File: config.mk
export PLATFORM = sky130hd
export DESIGN_NAME = receptor_codigo_flat
export DESIGN_NICKNAME = d
export VERILOG_FILES = /design/src/rtl/receptor_codigo_if.sv /design/src/rtl/receptor_codigo.sv /design/src/flat_wrapper.sv
export SDC_FILE = /design/constraint.sdc
export NUM_CORES = 1
export LEC_CHECK = 0
export CELL_PAD_IN_SITES_DETAIL_PLACEMENT = 0
export CELL_PAD_IN_SITES_GLOBAL_PLACEMENT = 1
export CORE_ASPECT_RATIO = 0.75
export CORE_MARGIN = 1.5
export CORE_UTILIZATION = 37
export CTS_CLUSTER_SIZE = 14
export DETAILED_ROUTE_END_ITERATION = 10
export PLACE_DENSITY = 0.85
export SYNTH_ARGS = -nofsm -noshare
export SYNTH_HDL_FRONTEND = slang
export SYNTH_SLANG_ARGS = --single-unit
File: constraint.sdc
create_clock -name clk -period 1.75 [get_ports clk]
set_input_delay 0.35 -clock clk [delete_from_list [all_inputs] [get_ports clk]]
set_output_delay 0.35 -clock clk [all_outputs]
set_load 0.01 [all_outputs]
File: src/rtl/receptor_codigo_if.sv
// Bus between the IE01/IE02 code sources and the code receiver.
// Carries the decision word, both candidate codes and every receiver output.
interface receptor_codigo_if #(
    parameter int CODE_W = 4
);
    logic [1:0]        dec;
    logic [CODE_W-1:0] cod_ie01;
    logic [CODE_W-1:0] cod_ie02;
    logic [CODE_W-1:0] codigo;
    logic              valido;
    logic              ack_ie01;
    logic              ack_ie02;
    logic              ocupado;
    logic [3:0]        descartes;

    modport master (
        output dec, cod_ie01, cod_ie02,
        input  codigo, valido, ack_ie01, ack_ie02, ocupado, descartes
    );

    modport slave (
        input  dec, cod_ie01, cod_ie02,
        output codigo, valido, ack_ie01, ack_ie02, ocupado, descartes
    );
endinterface

File: src/rtl/receptor_codigo.sv
// Code receiver: captures a code from IE01 or IE02, presents it for HOLD_CYC
// cycles, acknowledges the source once, and counts requests refused while busy.
module receptor_codigo #(
    parameter int CODE_W   = 4,
    parameter int HOLD_CYC = 8
) (
    input logic              clk,
    input logic              rst,
    receptor_codigo_if.slave bus
);

    typedef enum logic [1:0] {
        OCIOSO = 2'd0,
        SEGURA = 2'd1,
        LIBERA = 2'd2
    } estado_t;

    localparam logic [7:0] HOLD_INI = 8'(HOLD_CYC - 1);

    estado_t           estado;
    logic [7:0]        cnt;
    logic              fonte;
    logic              dec0_q;
    logic [CODE_W-1:0] codigo_q;
    logic              valido_q;
    logic              ack01_q;
    logic              ack02_q;
    logic              ocupado_q;
    logic [3:0]        descartes_q;

    logic [CODE_W-1:0] cod_sel;
    logic              descarta;

    // NOTE: every signal written here gets a value on all paths, so no latch is inferred.
    always_comb begin
        cod_sel  = bus.dec[1] ? bus.cod_ie02 : bus.cod_ie01;
        descarta = bus.dec[0] & ~dec0_q & ocupado_q;
    end

    // Outputs are registered, so the ack is scheduled one edge ahead of the
    // cycle in which the hold counter reads zero.
    // NOTE: non-blocking assignments keep every register updated from pre-edge values.
    always_ff @(posedge clk) begin
        if (rst) begin
            estado      <= OCIOSO;
            cnt         <= '0;
            fonte       <= 1'b0;
            dec0_q      <= 1'b0;
            codigo_q    <= '0;
            valido_q    <= 1'b0;
            ack01_q     <= 1'b0;
            ack02_q     <= 1'b0;
            ocupado_q   <= 1'b0;
            descartes_q <= '0;
        end else begin
            dec0_q  <= bus.dec[0];
            ack01_q <= 1'b0;
            ack02_q <= 1'b0;

            if (descarta && descartes_q != 4'hF)
                descartes_q <= descartes_q + 4'd1;

            case (estado)
                OCIOSO: begin
                    if (bus.dec[0]) begin
                        codigo_q  <= cod_sel;
                        fonte     <= bus.dec[1];
                        cnt       <= HOLD_INI;
                        valido_q  <= 1'b1;
                        ocupado_q <= 1'b1;
                        estado    <= SEGURA;
                        if (HOLD_CYC == 1) begin
                            ack02_q <= bus.dec[1];
                            ack01_q <= ~bus.dec[1];
                        end
                    end
                end
                SEGURA: begin
                    if (cnt == 8'd0) begin
                        valido_q <= 1'b0;
                        estado   <= LIBERA;
                    end else begin
                        cnt <= cnt - 8'd1;
                        if (cnt == 8'd1) begin
                            ack02_q <= fonte;
                            ack01_q <= ~fonte;
                        end
                    end
                end
                LIBERA: begin
                    if (!bus.dec[0]) begin
                        ocupado_q <= 1'b0;
                        estado    <= OCIOSO;
                    end
                end
                default: begin
                    valido_q  <= 1'b0;
                    ocupado_q <= 1'b0;
                    estado    <= OCIOSO;
                end
            endcase
        end
    end

    assign bus.codigo    = codigo_q;
    assign bus.valido    = valido_q;
    assign bus.ack_ie01  = ack01_q;
    assign bus.ack_ie02  = ack02_q;
    assign bus.ocupado   = ocupado_q;
    assign bus.descartes = descartes_q;

endmodule
File: src/flat_wrapper.sv
// flat-port wrapper written by rule: the top's interface ports become plain ports
module receptor_codigo_flat 
#(
    parameter int CODE_W   = 4,
    parameter int HOLD_CYC = 8
)
  (clk, rst, bus_dec, bus_cod_ie01, bus_cod_ie02, bus_codigo, bus_valido, bus_ack_ie01, bus_ack_ie02, bus_ocupado, bus_descartes);
  receptor_codigo_if #(.CODE_W(CODE_W)) bus_i ();
  input logic clk;
  input logic rst;
  input wire logic [$bits(bus_i.dec)-1:0] bus_dec;
  input wire logic [$bits(bus_i.cod_ie01)-1:0] bus_cod_ie01;
  input wire logic [$bits(bus_i.cod_ie02)-1:0] bus_cod_ie02;
  output wire logic [$bits(bus_i.codigo)-1:0] bus_codigo;
  output wire logic [$bits(bus_i.valido)-1:0] bus_valido;
  output wire logic [$bits(bus_i.ack_ie01)-1:0] bus_ack_ie01;
  output wire logic [$bits(bus_i.ack_ie02)-1:0] bus_ack_ie02;
  output wire logic [$bits(bus_i.ocupado)-1:0] bus_ocupado;
  output wire logic [$bits(bus_i.descartes)-1:0] bus_descartes;
  assign bus_i.dec = bus_dec;
  assign bus_i.cod_ie01 = bus_cod_ie01;
  assign bus_i.cod_ie02 = bus_cod_ie02;
  assign bus_codigo = bus_i.codigo;
  assign bus_valido = bus_i.valido;
  assign bus_ack_ie01 = bus_i.ack_ie01;
  assign bus_ack_ie02 = bus_i.ack_ie02;
  assign bus_ocupado = bus_i.ocupado;
  assign bus_descartes = bus_i.descartes;
  receptor_codigo #(.CODE_W(CODE_W), .HOLD_CYC(HOLD_CYC)) u_core (.clk(clk), .rst(rst), .bus(bus_i));
endmodule
==> impl_metrics.ini, run 1 <==
[power_and_ir_drop]
power_per_cell_area_nw_per_um2 = 927.2
power_leakage_nw = 0.5860
irDropWorstVdd_uv = 364.3

[global_route]
wire_length_of_the_first_global_routing_pass_mm = 3.898
first_global_vias = 863
grtUsageTotal = 0.1546
antenna_found_initial = 0
grt_overflow = 0
grt_max_degree = 14

[placement]
detailed_place.area_um2 = 1433
hpwl_mm = 1.765
port-buffer-count = 23
gpl.final_weighted_congestion = 0.7533
place_inst = 183

[clock_tree]
cts.sinks = 24
library_cell_used_as_clock_root_buffer = sky130_fd_sc_hd__clkbuf_8
ctsLongestPathBuffers = 2
clk_transition_reported_paths_ns = 0.08
cts_htree_levels = 1
cts_buffers = 3
cts_tree = built
post_cts_hold_buffer_count = 0
clk_latency_ns = 0.27

[yosys]
ys_async_sr_fraction = 0
synthesis.nets = 135
post_synth_edffs = 0
syn_area_um2 = 1119
synth_sequential_area_ratio = 0.4295
postSynthCellCount = 119
synth_warn = 0
netlist-cell-type-count = 34
postSynthRegisterBits = 24
ys.flop_type = sky130_fd_sc_hd__dfxtp_1
syn_area_per_cell_um2 = 9.400

[layout]
layout_common_cells = sky130_fd_sc_hd__dfxtp_1, sky130_fd_sc_hd__clkdlybuf4s50_1, sky130_fd_sc_hd__nor2_1
design_area_um2 = 1506
fin_cells = 188
flow.area_growth_from_synthesis_pct = 34.68
final_core_utilization = 0.5170
layout-drive-gt1-share = 0.1400
layout.cells.most_common = sky130_fd_sc_hd__dfxtp_1
final_nets = 167
antenna_diodes = 0

[routing]
drt_iter0_markers = 76
detailedRoute.firstPassIterationCount = 3
antenna_violating_nets_post_route = 0
wl_met2_um = 996
routed_wire_length_per_instance_um = 12.31
dr_total_vias = 914
routed_wirelength_mm = 2.315
routed.top_layer = met4
routed-wl-met3_um = 133
drcViolationCount = 0
m1_wl_mm = 1.174
viasPerCell = 4.862

[critical_path]
critPathArrivalTime_ns = 1.79
worstSetupStartpoint = u_core.cnt[1]
regToRegSetupSlack_ns = 0.12
setup.worst_path.start_class = flop
regToRegStartpoint = u_core.cnt[1]
timing.setup.critical_path_class = reg2reg
crit_path_max_fanout = 4
worstSetupEndpointType = flop
worst-endpoint-required_ns = 1.91

[sta]
final_period_minus_worst_setup_slack_ns = 1.629
worst-slew-pin-transition_ns = 0.5110
period_utilization = 0.9309
slew_viol_final = 0
clock_skew_ns = 0.005222
timing.final.setup_violations = 0
max_slew_margin = 0.6545
fmax_mhz = 613.8
unrepaired_setup_endpoints_after_global_routing = no
setup_tns_final_ns = 0
timing_hold_violations_final = 0

[run_status]
run_status = finished clean

[hold_path]
hold_start = u_core.fonte
holdCritPathClass = reg2reg

[die]
row_count = 17
core_area_um2 = 2914
starting_density = 0.3839
floorplan.die.width_um = 66.49
die_area_um2 = 3365
chipHeight_um = 50.62
pin_count = 24

[flow_run]
timing.max_cap.violations = 0
## synth_stat cells (2+ instances only)
cell	instances	area share
sky130_fd_sc_hd__nor2_1	22	0.074
sky130_fd_sc_hd__nand2b_1	3	0.017
sky130_fd_sc_hd__nor2b_1	2	0.011
sky130_fd_sc_hd__ha_1	4	0.045
sky130_fd_sc_hd__xor2_1	5	0.039
sky130_fd_sc_hd__nor3_1	5	0.022
sky130_fd_sc_hd__a21oi_1	2	0.0089
sky130_fd_sc_hd__dfxtp_1	24	0.43
sky130_fd_sc_hd__inv_1	9	0.030
sky130_fd_sc_hd__mux2i_1	6	0.054
sky130_fd_sc_hd__nand3_1	4	0.018
sky130_fd_sc_hd__clkbuf_1	3	0.010
sky130_fd_sc_hd__a211oi_1	8	0.054
sky130_fd_sc_hd__xnor2_1	2	0.016
## repair_timing
item | 4_1_cts | 5_1_grt
endpoints found under the setup margin | 0 | 2
resized for setup | 0 | 2
buffers inserted | 0 | 1
## where the power goes
| group | internal [mW] | switching [mW] |
|---|---|---|
| clock network | 0.201 | 0.174 |
| registers | 0.591 | 0.0403 |
| logic | 0.200 | 0.190 |
| total | 0.992 | 0.404 |
## cell type report
cell class / count / area [um^2]
Fill cell: 268 / 1408
Multi-Input combinational cell: 82 / 599.3
Sequential cell: 24 / 480.5
Timing Repair Buffer: 31 / 290.3
Clock buffer: 4 / 55.05
Tap cell: 38 / 47.55
Inverter: 9 / 33.78
## path summary, 6_finish.rpt
check | endpoint | depth (start not counted)
hold / removal | u_core.bus.ack_ie01 | 1
hold reg to reg | u_core.bus.ack_ie01 | 1
setup / recovery | u_core.cnt[2] | 7
setup reg to reg | u_core.cnt[2] | 7
## state kept, by name, summed over array words and instances, names as in the netlist
| register | count |
|---|---|
| u_core.cnt | 8 |
| u_core.bus.codigo | 4 |
| u_core.bus.descartes | 4 |
| u_core.estado | 2 |
| u_core.bus.ack_ie01 | 1 |
| u_core.bus.ack_ie02 | 1 |
| u_core.bus.ocupado | 1 |
| u_core.bus.valido | 1 |
| u_core.dec0_q | 1 |
| u_core.fonte | 1 |
## worst max-delay path: stages, from the launching register on
cell                       delay [ns]
sky130_fd_sc_hd__dfxtp_1         0.37
sky130_fd_sc_hd__inv_1           0.09
sky130_fd_sc_hd__ha_1            0.22
sky130_fd_sc_hd__nor4b_4         0.15
sky130_fd_sc_hd__buf_4           0.16
sky130_fd_sc_hd__a211oi_4        0.27
sky130_fd_sc_hd__xor2_1          0.10
sky130_fd_sc_hd__o21a_1          0.17
## kinds of logic after synthesis
group / Yosys count / share of synthesized area
mux: 6 / 0.05369
compound gates: 18 / 0.1242
flops: 24 / 0.4295
fa+ha+maj: 5 / 0.05369
xor+xnor: 7 / 0.05481
simple gates: 46 / 0.2394
buf+inv: 13 / 0.04474
## metal layers
| layer | up-vias | global-route usage |
|---|---|---|
| met4 | 0 | 0.03061 |
| met1 | 418 | 0.2104 |
| met2 | 19 | 0.2283 |
| li1 | 474 | - |
| met3 | 3 | 0.06502 |
| met5 | - | 0 |
## stage by stage
stage | hold WS [ns] | setup WS, ns | total power [mW]
after detailed placement | 0.4608 | 0.05524 | 1.009
final | 0.4765 | 0.1209 | 1.397
after CTS | 0.4802 | 0.1076 | 1.388
after global placement | 0.4581 | 0.1067 | 1.001
after floorplan | 0.4122 | 0.2622 | 0.8708
after global routing | 0.5159 | 0.001764 | 1.483
(Power assumes the default switching activity.)
==> run 2, diff against run 1 <==
Settings changed: CORE_MARGIN 1.5 to 1, CTS_CLUSTER_SIZE 14 to default, TNS_END_PERCENT from default to 30.
==> run 2 against run 1 <==
  * Cell area fell by 0.58%
  * Sequential power barely moved
  * Cell count fell by 2.1%
  * Setup slack got worse by 0.00090 ns
  * Register-to-register slack barely moved
  * Critical endpoint unchanged
  * Sequential cell count did not move
  * Clock power rose by 30%
==> impl_metrics.ini, run 2 (synthesized netlist as in run 1, its figures left out) <==
[clock_tree]
cts_buffers = 3
cts_htree_levels = 1
cts_tree = built
clk_transition_reported_paths_ns = 0.08
post_cts_hold_buffer_count = 0
ctsLongestPathBuffers = 2
cts.sinks = 24
clk_latency_ns = 0.27
library_cell_used_as_clock_root_buffer = sky130_fd_sc_hd__clkbuf_8

[die]
core_area_um2 = 2743
chipHeight_um = 49.62
starting_density = 0.4078
floorplan.die.width_um = 65.49
row_count = 16
die_area_um2 = 3249
pin_count = 24

[power_and_ir_drop]
power_per_cell_area_nw_per_um2 = 991.0
power_leakage_nw = 0.5828
irDropWorstVdd_uv = 443.4

[critical_path]
crit_path_max_fanout = 4
regToRegStartpoint = u_core.cnt[1]
regToRegSetupSlack_ns = 0.12
reg_to_reg_endpoint = u_core.cnt[2]
timing.setup.critical_path_class = reg2reg
worstSetupEndpointType = flop
worst-endpoint-required_ns = 1.92
setup.worst_path.start_class = flop
worst-r2r-cell-count = 6
worstSetupStartpoint = u_core.cnt[1]
critPathArrivalTime_ns = 1.80
critical_path.endpoint = u_core.cnt[2]

[sta]
clock_skew_ns = 0.001536
hold_slack_ns = 0.4781
final_period_minus_worst_setup_slack_ns = 1.630
setup_tns_final_ns = 0
timing_hold_violations_final = 0
slew_viol_final = 0
max_slew_margin = 0.6959
unrepaired_setup_endpoints_after_global_routing = no
fmax_mhz = 613.5
period_utilization = 0.9314
worst-slew-pin-transition_ns = 0.4498
timing.final.setup_violations = 0

[global_route]
globalRouteMet2Util = 0.2663
grtUsageTotal = 0.1663
grt_max_degree = 15
use_met1 = 0.2082
antenna_found_initial = 0
global_route.usage.met3 = 0.05556
globalRoute.busiestLayer = met2
wire_length_of_the_first_global_routing_pass_mm = 4.029
grt_overflow = 0
first_global_vias = 903

[routing]
viasPerCell = 4.978
routed_wire_length_per_instance_um = 12.59
routed_wirelength_mm = 2.317
dr_total_vias = 916
detailedRoute.firstPassIterationCount = 4
drcViolationCount = 0
drt_iter0_markers = 43
antenna_violating_nets_post_route = 0

[layout]
final_nets = 165
layout-drive-gt1-share = 0.1284
layout.cells.most_common = sky130_fd_sc_hd__dfxtp_1
antenna_diodes = 0
top_register = u_core.cnt
layout_common_cells = sky130_fd_sc_hd__dfxtp_1, sky130_fd_sc_hd__clkdlybuf4s50_1, sky130_fd_sc_hd__nor2_1
flow.area_growth_from_synthesis_pct = 33.89
fin_cells = 184
fillcell_total = 236
largest_reg_flops = 8
design_area_um2 = 1498
final_core_utilization = 0.5461

[placement]
gpl.final_weighted_congestion = 0.7736
hpwl_mm = 1.754
port-buffer-count = 23
place_inst = 180
detailed_place.area_um2 = 1423

[run_status]
run_status = finished clean

[flow_run]
timing.max_cap.violations = 0

[hold_path]
holdCritPathClass = reg2reg
-- run 2: changes by cell type in the layout (fill, tap and decap cells not counted), sizes merged --
cell    previous run  this run
bufinv             0         1
buf                8         6
clkbuf             4         3
-- run 2: power by group --
group | internal, mW | switching, mW
clock network | 0.306 | 0.180
logic | 0.188 | 0.179
registers | 0.591 | 0.0402
-- run 2: routing by layer --
layer,vias to the layer above,share of wire
met4,0,0.016
met3,4,0.051
met5,-,0
met2,19,0.42
met1,421,0.51
li1,472,-
-- run 2: what timing repair did --
item	4_1_cts	5_1_grt
setup buffers	0	0
resized for setup	0	1
setup endpoints to repair	0	1
-- run 2: stage by stage --
step           setup WS [ns]  total power [mW]
3_3_place_gp          0.1254            0.9980
3_5_place_dp         0.09790             1.009
4_1_cts               0.1077             1.504
6_report              0.1200             1.484
5_1_grt            0.0001688             1.570
2_1_floorplan         0.2622            0.8708
-- run 2: area by class of cell --
class	instances	area, um^2	share of cell area
multi-input combinational	82	591.8	0.3952
sequential	24	480.5	0.3208
timing repair buffer	29	275.3	0.1838
tap	36	45.04	0.03008
clock buffer	3	41.29	0.02757
inverter	9	33.78	0.02256
clock inverter	1	30.03	0.02005
-- run 2: worst min-delay path by stage --
stage / startpoint / endpoint / slack [ns] / depth (start not counted)
final: u_core.fonte / u_core.bus.ack_ie02 / 0.48 / 2
after global routing: u_core.fonte / u_core.bus.ack_ie01 / 0.50 / 1
after CTS: u_core.fonte / u_core.bus.ack_ie02 / 0.48 / 2
after detailed placement: u_core.fonte / u_core.bus.ack_ie01 / 0.46 / 1
after global placement: u_core.fonte / u_core.bus.ack_ie01 / 0.45 / 1
after floorplan: u_core.fonte / u_core.bus.ack_ie01 / 0.41 / 1
-- run 2: critical path, cell delays in order, from the launching register on --
cell and delay [ns]:
sky130_fd_sc_hd__dfxtp_1 0.34, sky130_fd_sc_hd__inv_1 0.10, sky130_fd_sc_hd__ha_1 0.19, sky130_fd_sc_hd__nor4b_4 0.39
sky130_fd_sc_hd__a211oi_2 0.17, sky130_fd_sc_hd__xor2_1 0.17, sky130_fd_sc_hd__o21a_1 0.18
